### config.mk
export PLATFORM = sky130hd
export DESIGN_NAME = wam_bcd_countdown_flat
export DESIGN_NICKNAME = d
export VERILOG_FILES = /design/src/rtl/wam_bcd_countdown_if.sv /design/src/rtl/wam_bcd_countdown.sv /design/src/flat_wrapper.sv
export SDC_FILE = /design/constraint.sdc
export NUM_CORES = 1
export LEC_CHECK = 0
export BUFFER_PORTS_ARGS = -buffer_cell sky130_fd_sc_hd__buf_2
export CORE_UTILIZATION = 30
export DETAILED_ROUTE_END_ITERATION = 6
export PLACE_DENSITY = 0.58
export SLEW_MARGIN = 15
export SYNTH_ARGS = -nofsm -noshare
export SYNTH_HDL_FRONTEND = slang
export SYNTH_SLANG_ARGS = --single-unit
### constraint.sdc
create_clock -name clock -period 2.4 [get_ports clock]
set_input_delay 0.48 -clock clock [delete_from_list [all_inputs] [get_ports clock]]
set_output_delay 0.48 -clock clock [all_outputs]
set_load 0.01 [all_outputs]
### src/rtl/wam_bcd_countdown_if.sv
// Control and display bundle between the game controller and the round countdown timer.
// The timer sits on the slave side; the controller and display decoders sit on the master side.
interface wam_bcd_countdown_if;
  logic       load;
  logic [3:0] load_tens;
  logic [3:0] load_ones;
  logic       start;
  logic       pause;
  logic [3:0] tens;
  logic [3:0] ones;
  logic       tens_en;
  logic       ones_en;
  logic       running;
  logic       expired;
  logic       done;

  modport master (
    output load, load_tens, load_ones, start, pause,
    input  tens, ones, tens_en, ones_en, running, expired, done
  );

  modport slave (
    input  load, load_tens, load_ones, start, pause,
    output tens, ones, tens_en, ones_en, running, expired, done
  );
endinterface

### src/rtl/wam_bcd_countdown.sv
// Two-digit BCD round timer: divides clock into one-second ticks and counts down to 00.
// Every output is decoded from registered state, so no input reaches an output combinationally.
//
// state   | meaning
// IDLE    | holding a value; load or start accepted
// RUN     | prescaler counting, value decrements on each wrap
// PAUSED  | prescaler and digits frozen until the next pause pulse
// EXPIRED | value is 00; only load leaves this state
module wam_bcd_countdown #(
  parameter int TICK_DIV   = 50000000,
  parameter int START_TENS = 6,
  parameter int START_ONES = 0
) (
  input logic                 clock,
  input logic                 reset,
  wam_bcd_countdown_if.slave  bus
);

  localparam int PW = $clog2(TICK_DIV);
  localparam logic [PW-1:0] PRESC_LAST = PW'(TICK_DIV - 1);

  typedef enum logic [1:0] {
    IDLE    = 2'd0,
    RUN     = 2'd1,
    PAUSED  = 2'd2,
    EXPIRED = 2'd3
  } state_t;

  state_t          state_q, state_d;
  logic [PW-1:0]   presc_q, presc_d;
  logic [3:0]      tens_q, tens_d;
  logic [3:0]      ones_q, ones_d;
  logic            done_q, done_d;

  function automatic logic [3:0] clamp_bcd(input logic [3:0] digit);
    return (digit > 4'd9) ? 4'd9 : digit;
  endfunction

  always_ff @(posedge clock) begin
    if (!reset) begin
      state_q <= IDLE;
      presc_q <= '0;
      tens_q  <= 4'(START_TENS);
      ones_q  <= 4'(START_ONES);
      done_q  <= 1'b0;
    end else begin
      state_q <= state_d;
      presc_q <= presc_d;
      tens_q  <= tens_d;
      ones_q  <= ones_d;
      done_q  <= done_d;
    end
  end

  always_comb begin
    state_d = state_q;
    presc_d = presc_q;
    tens_d  = tens_q;
    ones_d  = ones_q;
    done_d  = 1'b0;
    case (state_q)
      IDLE: begin
        if (bus.load) begin
          tens_d = clamp_bcd(bus.load_tens);
          ones_d = clamp_bcd(bus.load_ones);
        end else if (bus.start) begin
          if ((tens_q != 4'd0) || (ones_q != 4'd0)) begin
            state_d = RUN;
            presc_d = '0;
          end else begin
            state_d = EXPIRED;
            done_d  = 1'b1;
          end
        end
      end
      RUN: begin
        // A pause edge wins over a coincident tick, leaving the prescaler parked.
        if (bus.pause) begin
          state_d = PAUSED;
        end else if (presc_q == PRESC_LAST) begin
          presc_d = '0;
          if (ones_q == 4'd0) begin
            ones_d = 4'd9;
            tens_d = tens_q - 4'd1;
          end else begin
            ones_d = ones_q - 4'd1;
            if ((tens_q == 4'd0) && (ones_q == 4'd1)) begin
              state_d = EXPIRED;
              done_d  = 1'b1;
            end
          end
        end else begin
          presc_d = presc_q + PW'(1);
        end
      end
      PAUSED: begin
        if (bus.pause) begin
          state_d = RUN;
        end
      end
      EXPIRED: begin
        if (bus.load) begin
          tens_d  = clamp_bcd(bus.load_tens);
          ones_d  = clamp_bcd(bus.load_ones);
          state_d = IDLE;
        end
      end
      default: begin
        state_d = IDLE;
      end
    endcase
  end

  assign bus.tens    = tens_q;
  assign bus.ones    = ones_q;
  assign bus.tens_en = (tens_q != 4'd0);
  assign bus.ones_en = 1'b1;
  assign bus.running = (state_q == RUN);
  assign bus.expired = (state_q == EXPIRED);
  assign bus.done    = done_q;

endmodule

### src/flat_wrapper.sv
// flat-port wrapper written by rule: the top's interface ports become plain ports
module wam_bcd_countdown_flat 
#(
  parameter int TICK_DIV   = 50000000,
  parameter int START_TENS = 6,
  parameter int START_ONES = 0
)
  (clock, reset, bus_load, bus_load_tens, bus_load_ones, bus_start, bus_pause, bus_tens, bus_ones, bus_tens_en, bus_ones_en, bus_running, bus_expired, bus_done);
  wam_bcd_countdown_if bus_i ();
  input logic clock;
  input logic reset;
  input wire logic [$bits(bus_i.load)-1:0] bus_load;
  input wire logic [$bits(bus_i.load_tens)-1:0] bus_load_tens;
  input wire logic [$bits(bus_i.load_ones)-1:0] bus_load_ones;
  input wire logic [$bits(bus_i.start)-1:0] bus_start;
  input wire logic [$bits(bus_i.pause)-1:0] bus_pause;
  output wire logic [$bits(bus_i.tens)-1:0] bus_tens;
  output wire logic [$bits(bus_i.ones)-1:0] bus_ones;
  output wire logic [$bits(bus_i.tens_en)-1:0] bus_tens_en;
  output wire logic [$bits(bus_i.ones_en)-1:0] bus_ones_en;
  output wire logic [$bits(bus_i.running)-1:0] bus_running;
  output wire logic [$bits(bus_i.expired)-1:0] bus_expired;
  output wire logic [$bits(bus_i.done)-1:0] bus_done;
  assign bus_i.load = bus_load;
  assign bus_i.load_tens = bus_load_tens;
  assign bus_i.load_ones = bus_load_ones;
  assign bus_i.start = bus_start;
  assign bus_i.pause = bus_pause;
  assign bus_tens = bus_i.tens;
  assign bus_ones = bus_i.ones;
  assign bus_tens_en = bus_i.tens_en;
  assign bus_ones_en = bus_i.ones_en;
  assign bus_running = bus_i.running;
  assign bus_expired = bus_i.expired;
  assign bus_done = bus_i.done;
  wam_bcd_countdown #(.TICK_DIV(TICK_DIV), .START_TENS(START_TENS), .START_ONES(START_ONES)) u_core (.clock(clock), .reset(reset), .bus(bus_i));
endmodule
### Yosys cells after proc, flatten, opt, wreduce, memory -nomap -nowiden

Cells that the tools add are included.

| word-level totals | value |
|---|---|
| register bits after elaboration | 37 |
| latch bits | 0 |
| memory bits (writable) | 0 |
| memory bits (read-only) | 0 |
| input bits | 13 |
| output and inout bits | 13 |
| logic and storage cells | 77 |
| memories kept | 0 |

| cells by class | value |
|---|---|
| add/sub/neg operators | 3 |
| multipliers | 0 |
| divide/modulo/power cells | 0 |
| $lt $le $gt $ge | 2 |
| eq/ne operators | 17 |
| shifts and indexed selects | 0 |
| multiplexer cells | 36 |
| bitwise operators | 0 |
| reduce and logical (&&, ||, !) cells | 14 |

Operators with widths:

| operator | count |
|---|---|
| two-way mux 26 bit | 5 |
| one-hot mux 26 bit (2 select lines) | 1 |
| two-way mux 4 bit | 10 |
| adder 26 x 1 -> 26 bit (second input constant) | 1 |
| equality test 26 bit (second input constant) | 1 |
| two-way mux 2 bit | 9 |
| one-hot mux 4 bit (2 select lines) | 2 |
| != test 2 bit (second input constant) | 5 |
| AND reduction 5 bit | 2 |
| greater-than comparator 4 bit (second input constant) | 2 |
| logical NOT 4 bit | 2 |
| != test 2 x 1 -> 1 bit (second input constant) | 4 |
| one-hot mux 2 bit (4 select lines) | 1 |
| nonzero test 4 bit | 2 |
| subtractor 4 x 1 -> 4 bit (second input constant) | 2 |
| two-way mux 1 bit | 7 |
| AND reduction 7 bit | 1 |
| != test 3 x 2 -> 1 bit (second input constant) | 2 |
| equality test 2 bit (second input constant) | 2 |
| equality test 4 x 1 -> 1 bit (second input constant) | 1 |
| AND reduction 4 bit | 1 |
| nonzero test 2 bit | 2 |
| != test 3 bit (second input constant) | 1 |
| equality test 2 x 1 -> 1 bit (second input constant) | 1 |
| 5 further kinds | 5 |

### Logic depth before layout (Yosys ltp)

| logic depth | value |
|---|---|
| depth after elaboration | 7 |
| gate-level depth with buffers | 10 |
| mapped depth without buffers | 7 |

### Least setup slack after synthesis

Ideal clock, no wire load.

| path | value |
|---|---|
| path type | register -> register |
| start | reg u_core.state_q[1] |
| end | reg u_core.presc_q[23] |
| setup time | 70 ps |
| data arrival time | 2011 ps |
| required time | 2330 ps |
| setup slack | 319 ps |
| cell stages (with the launch flop) | 9 |
| path buffers | 1 |
| clock period less this slack | 2081 ps |
| path through | dfxtp_1 inv_1 ha_1 nand2b_1 a22oi_1 buf_2 nand3_1 or4_1 a21oi_1 |

| on the way | value |
|---|---|
| cells in the longest elaborated chain, start to end | 3 |
| elaborated cells on any way between the ends | 9 |
| classes of those cells | 5 x eq/ne; 1 x mux; 3 x reduce/logical |

RTL lines:

| item | RTL line | RTL |
|---|---|---|
| start, declared | wam_bcd_countdown.sv:29 | `state_t state_q, state_d;` |
| start signal, assigned | wam_bcd_countdown.sv:47 | `state_q <= state_d;` |
| equality test 2 x 1 -> 1 bit (*) | n/a |  |
| via bus_running | flat_wrapper.sv:21 | `output wire logic [$bits(bus_i.running)-1:0] bus_running;` |
| != test 2 bit (no source line) / nonzero test 2 bit (equally long branches) | n/a |  |
| AND reduction 5 bit (no source line) | n/a |  |
| end signal, assigned | wam_bcd_countdown.sv:48 | `presc_q <= presc_d;` |
| end, declared | wam_bcd_countdown.sv:30 | `logic [PW-1:0] presc_q, presc_d;` |

The timed path passes the listed nets; every way through them passes the cells marked *.
A chain may end at the register's enable or synchronous reset.

### Worst setup path in the final report

| path | value |
|---|---|
| start | reg u_core.state_q[1] |
| end | reg u_core.presc_q[23] |

| on the way | value |
|---|---|
| cells in the longest elaborated chain, start to end | 3 |
| elaborated cells on any way between the ends | 9 |
| classes of those cells | 5 x eq/ne; 1 x mux; 3 x reduce/logical |

RTL lines:

| item | RTL line | RTL |
|---|---|---|
| equality test 2 x 1 -> 1 bit / logical NOT 2 bit (equally long branches) | wam_bcd_countdown.sv:61 | `case (state_q)` |
| != test 2 bit (no source line), or another cell as far along | n/a |  |
| AND reduction 5 bit (no source line) | n/a |  |

Several ways; a longest one is shown, not always the timed one.

==> metrics <==
Finished Core Util 0.361; Synth Cell Area 2220 um2; core area between 7000 and 8000 um2; Gate Count Post-Synth approximately 270; CTS tree built; Final Slew Violations 0; clk buf depth 2; final setup TNS 0 ns; count of cell types in the netlist 52; Nets between 300 and 400; Initial Utilization 0.308; drc violations 0; first-pass GRT wire length 8980 um; ant diodes 0; RSZ-0062 raised after global routing false; I/O pin cnt 26; NetSw 882 uW; critical path peak fanout 20; Post-DRT Antenna Nets 0; multi-input logic area 1370 um2; kind of critical path flip-flop to flip-flop; initial antenna violation count 0; vias about 2100; Yosys warning total 0; Period Utilization, post-route 0.928; total CTS buffers 5; DR pass1 iterations 4; Min-Delay Startpoint u_core.presc_q[1]; Rel. slew slack 0.622; most frequent cells in the layout dfxtp_1, nor2_1, buf_2, nand4_1; root buf cell clkbuf_8; ys flop type dfxtp_1; starting DRC count in detailed routing 121; maximum vdd drop between 0.0004 and 0.0005 V; met2 wire length 2470 um; Worst-path clk slew roughly 0.07 ns; insertion delay to the later sink of the worst-skew pair 0.29 ns; outcome complete, no violations; Worst Setup End Kind flip-flop; Final Hold Fails 0; Finished Layout Cells about 400; share of cells above drive strength 1 0.166; hold buffers post-CTS 0; most common cell after layout, fill and taps aside dfxtp_1; Die Width 88.0 um; gpl congestion about 0.84; vias in the first global route about 1900; CP Cell Sequence inv_1 > ha_1 > nand2b_1 > a22oi_1 > buf_12 > nand3_1 > or4_1 > a21oi_1; Avg Cell Area, Syn 8.14 um2; Peak Freq around 450 MHz; H-tree level count 2; # fillers between 700 and 800; GRT Util Overall 0.148; PortBufs 24; DR WL met3 177 um; area leader, netlist dfxtp_1; Die Footprint about 7800 um2; leakage roughly 0.00097 uW; final setup skew roughly 0.0087 ns; Remaining Overflow, GRT 0; HPWL Detailed slightly below 4000 um; sequential power share 0.349; final WL roughly 5300 um; Max Used Layer met4; min Tclk post-route between 2 and 2.5 ns; via-per-instance ratio ~5.2; clock sink count 37; hold crit path type flip-flop to flip-flop; Critical Path AT 2.45 ns; wire length on met1 roughly 2600 um; Power, Total about 2300 uW; Internal Power approximately 1400 uW; largest net degree at the start of global routing 27; worst endpoint required time 2.62 ns; syn_nets between 200 and 300; top-area cell type share of the netlist area 0.334; Worst R2R Start u_core.state_q[1]; Cell Pwr Density roughly 870 nW/um2; Crit path max-delay family simple AND/OR/NAND/NOR gates; MaxCap Viol Count 0; Seq cells post-synth 37; crit-path max cell delay 0.54 ns; Crit-path slowest cell or4_1; CP bufs+invs 2; Seq. cell area approximately 740 um2; placed insts a little under 400; Hold Worst Slack 0.490 ns; Die Y 88.0 um; crit path launch type flip-flop; WL/cell around 13 um; synth-to-layout area growth 17.4%; row count 31; clock share of power 0.213; Setup violations, final 0; sw frac 0.389; Comb pwr share 0.438; Post-synth EDFFs 0; Async SR Flop Fraction 0; Synth area leaders dfxtp_1, xor2_1, nand4_1; Critical Path Source u_core.state_q[1]; sequential fraction of the synthesis area 0.334; slew of the pin with the lowest slew margin about 0.56 ns
cell families (layout without fill, tap and decap cells):
family                   count (synthesis)  count (layout)  share of synthesized area
AO/OA/AOI/OAI                           56              56                      0.172
XOR/XNOR                                18              18                     0.0710
adder cells (fa/ha/maj)                  7               7                     0.0394
buffers and inverters                   28              57                     0.0546
flip-flops                              37              37                      0.334
multiplexers                             3               3                     0.0135
other                                    1               1                    0.00169
AND/OR/NAND/NOR                        123             123                      0.314
sequential cells by signal, indices dropped and copies added, names as in the netlist:
signal,flops
u_core.state_q,2
u_core.bus.ones,4
u_core.bus.done,1
u_core.bus.tens,4
u_core.presc_q,26
metal layers:
metal  up-vias  GRT usage
li1       1067          -
met2        42      0.233
met1       979      0.201
met5         -          0
met3         6     0.0320
met4         0     0.0440
path summary, 6_finish.rpt:
kind                         to  slack (ns)  cells past startpoint
min reg2reg   u_core.presc_q[1]        0.49                      2
max reg2reg  u_core.presc_q[23]        0.17                      8
min           u_core.presc_q[1]        0.49                      2
max          u_core.presc_q[23]        0.17                      8
Yosys cell counts, types with 2 or more instances:
cell type,n
dfxtp_1,37
nor2_1,30
nand4_1,18
a21oi_1,15
inv_1,15
xor2_1,13
o21ai_0,12
nand3_1,11
nand2_1,10
and3_1,7
ha_1,7
clkbuf_1,6
or3_1,6
nor3_1,5
nor3b_1,5
nor4_1,5
xnor2_1,5
and4_1,4
buf_2,4
o31a_1,4
o31ai_1,4
or4_1,4
a31oi_1,3
mux2i_1,3
nand2b_1,3
a221oi_1,2
a22oi_1,2
and2_1,2
nand4b_1,2
nor2b_1,2
nor4bb_1,2
o221ai_1,2
o311ai_0,2
or2_2,2
or2_4,2
worst min-delay path: stages (launching register included):
cell	delay (ns)
dfxtp_1	0.33
nand2_1	0.06
a21oi_1	0.05
stage by stage:
stage,setup slack (ns),cell area [um2]
final,0.173,2610
after global routing,0.00266,2610
after CTS,0.165,2600
after detailed placement,0.179,2500
after global placement,0.253,2500
after floorplan,0.319,2220
power by group through the flow:
stage / Clock (uW) / Sequential [uW] / Combinational [uW]
after CTS: 495 / 787 / 988
final: 483 / 790 / 993
after global routing: 529 / 803 / 1090
after floorplan: 0 / 796 / 675
after global placement: 0 / 797 / 988
after detailed placement: 0 / 803 / 982
cell type report:
class                      count  share of cell area
clock buffer                   7              0.0369
tap                           99              0.0475
clock inverter                 1             0.00192
multi-input combinational    208               0.524
inverter                      15              0.0216
timing repair buffer          34              0.0845
sequential                    37               0.284
what timing repair did:
item | in CTS | in global routing
setup endpoints to repair | 0 | 1
gates resized for setup | 0 | 1
buffers inserted | 0 | 0
endpoints found under the hold margin | 0 | 0
Note: power is estimated with default switching activity, not from simulation.
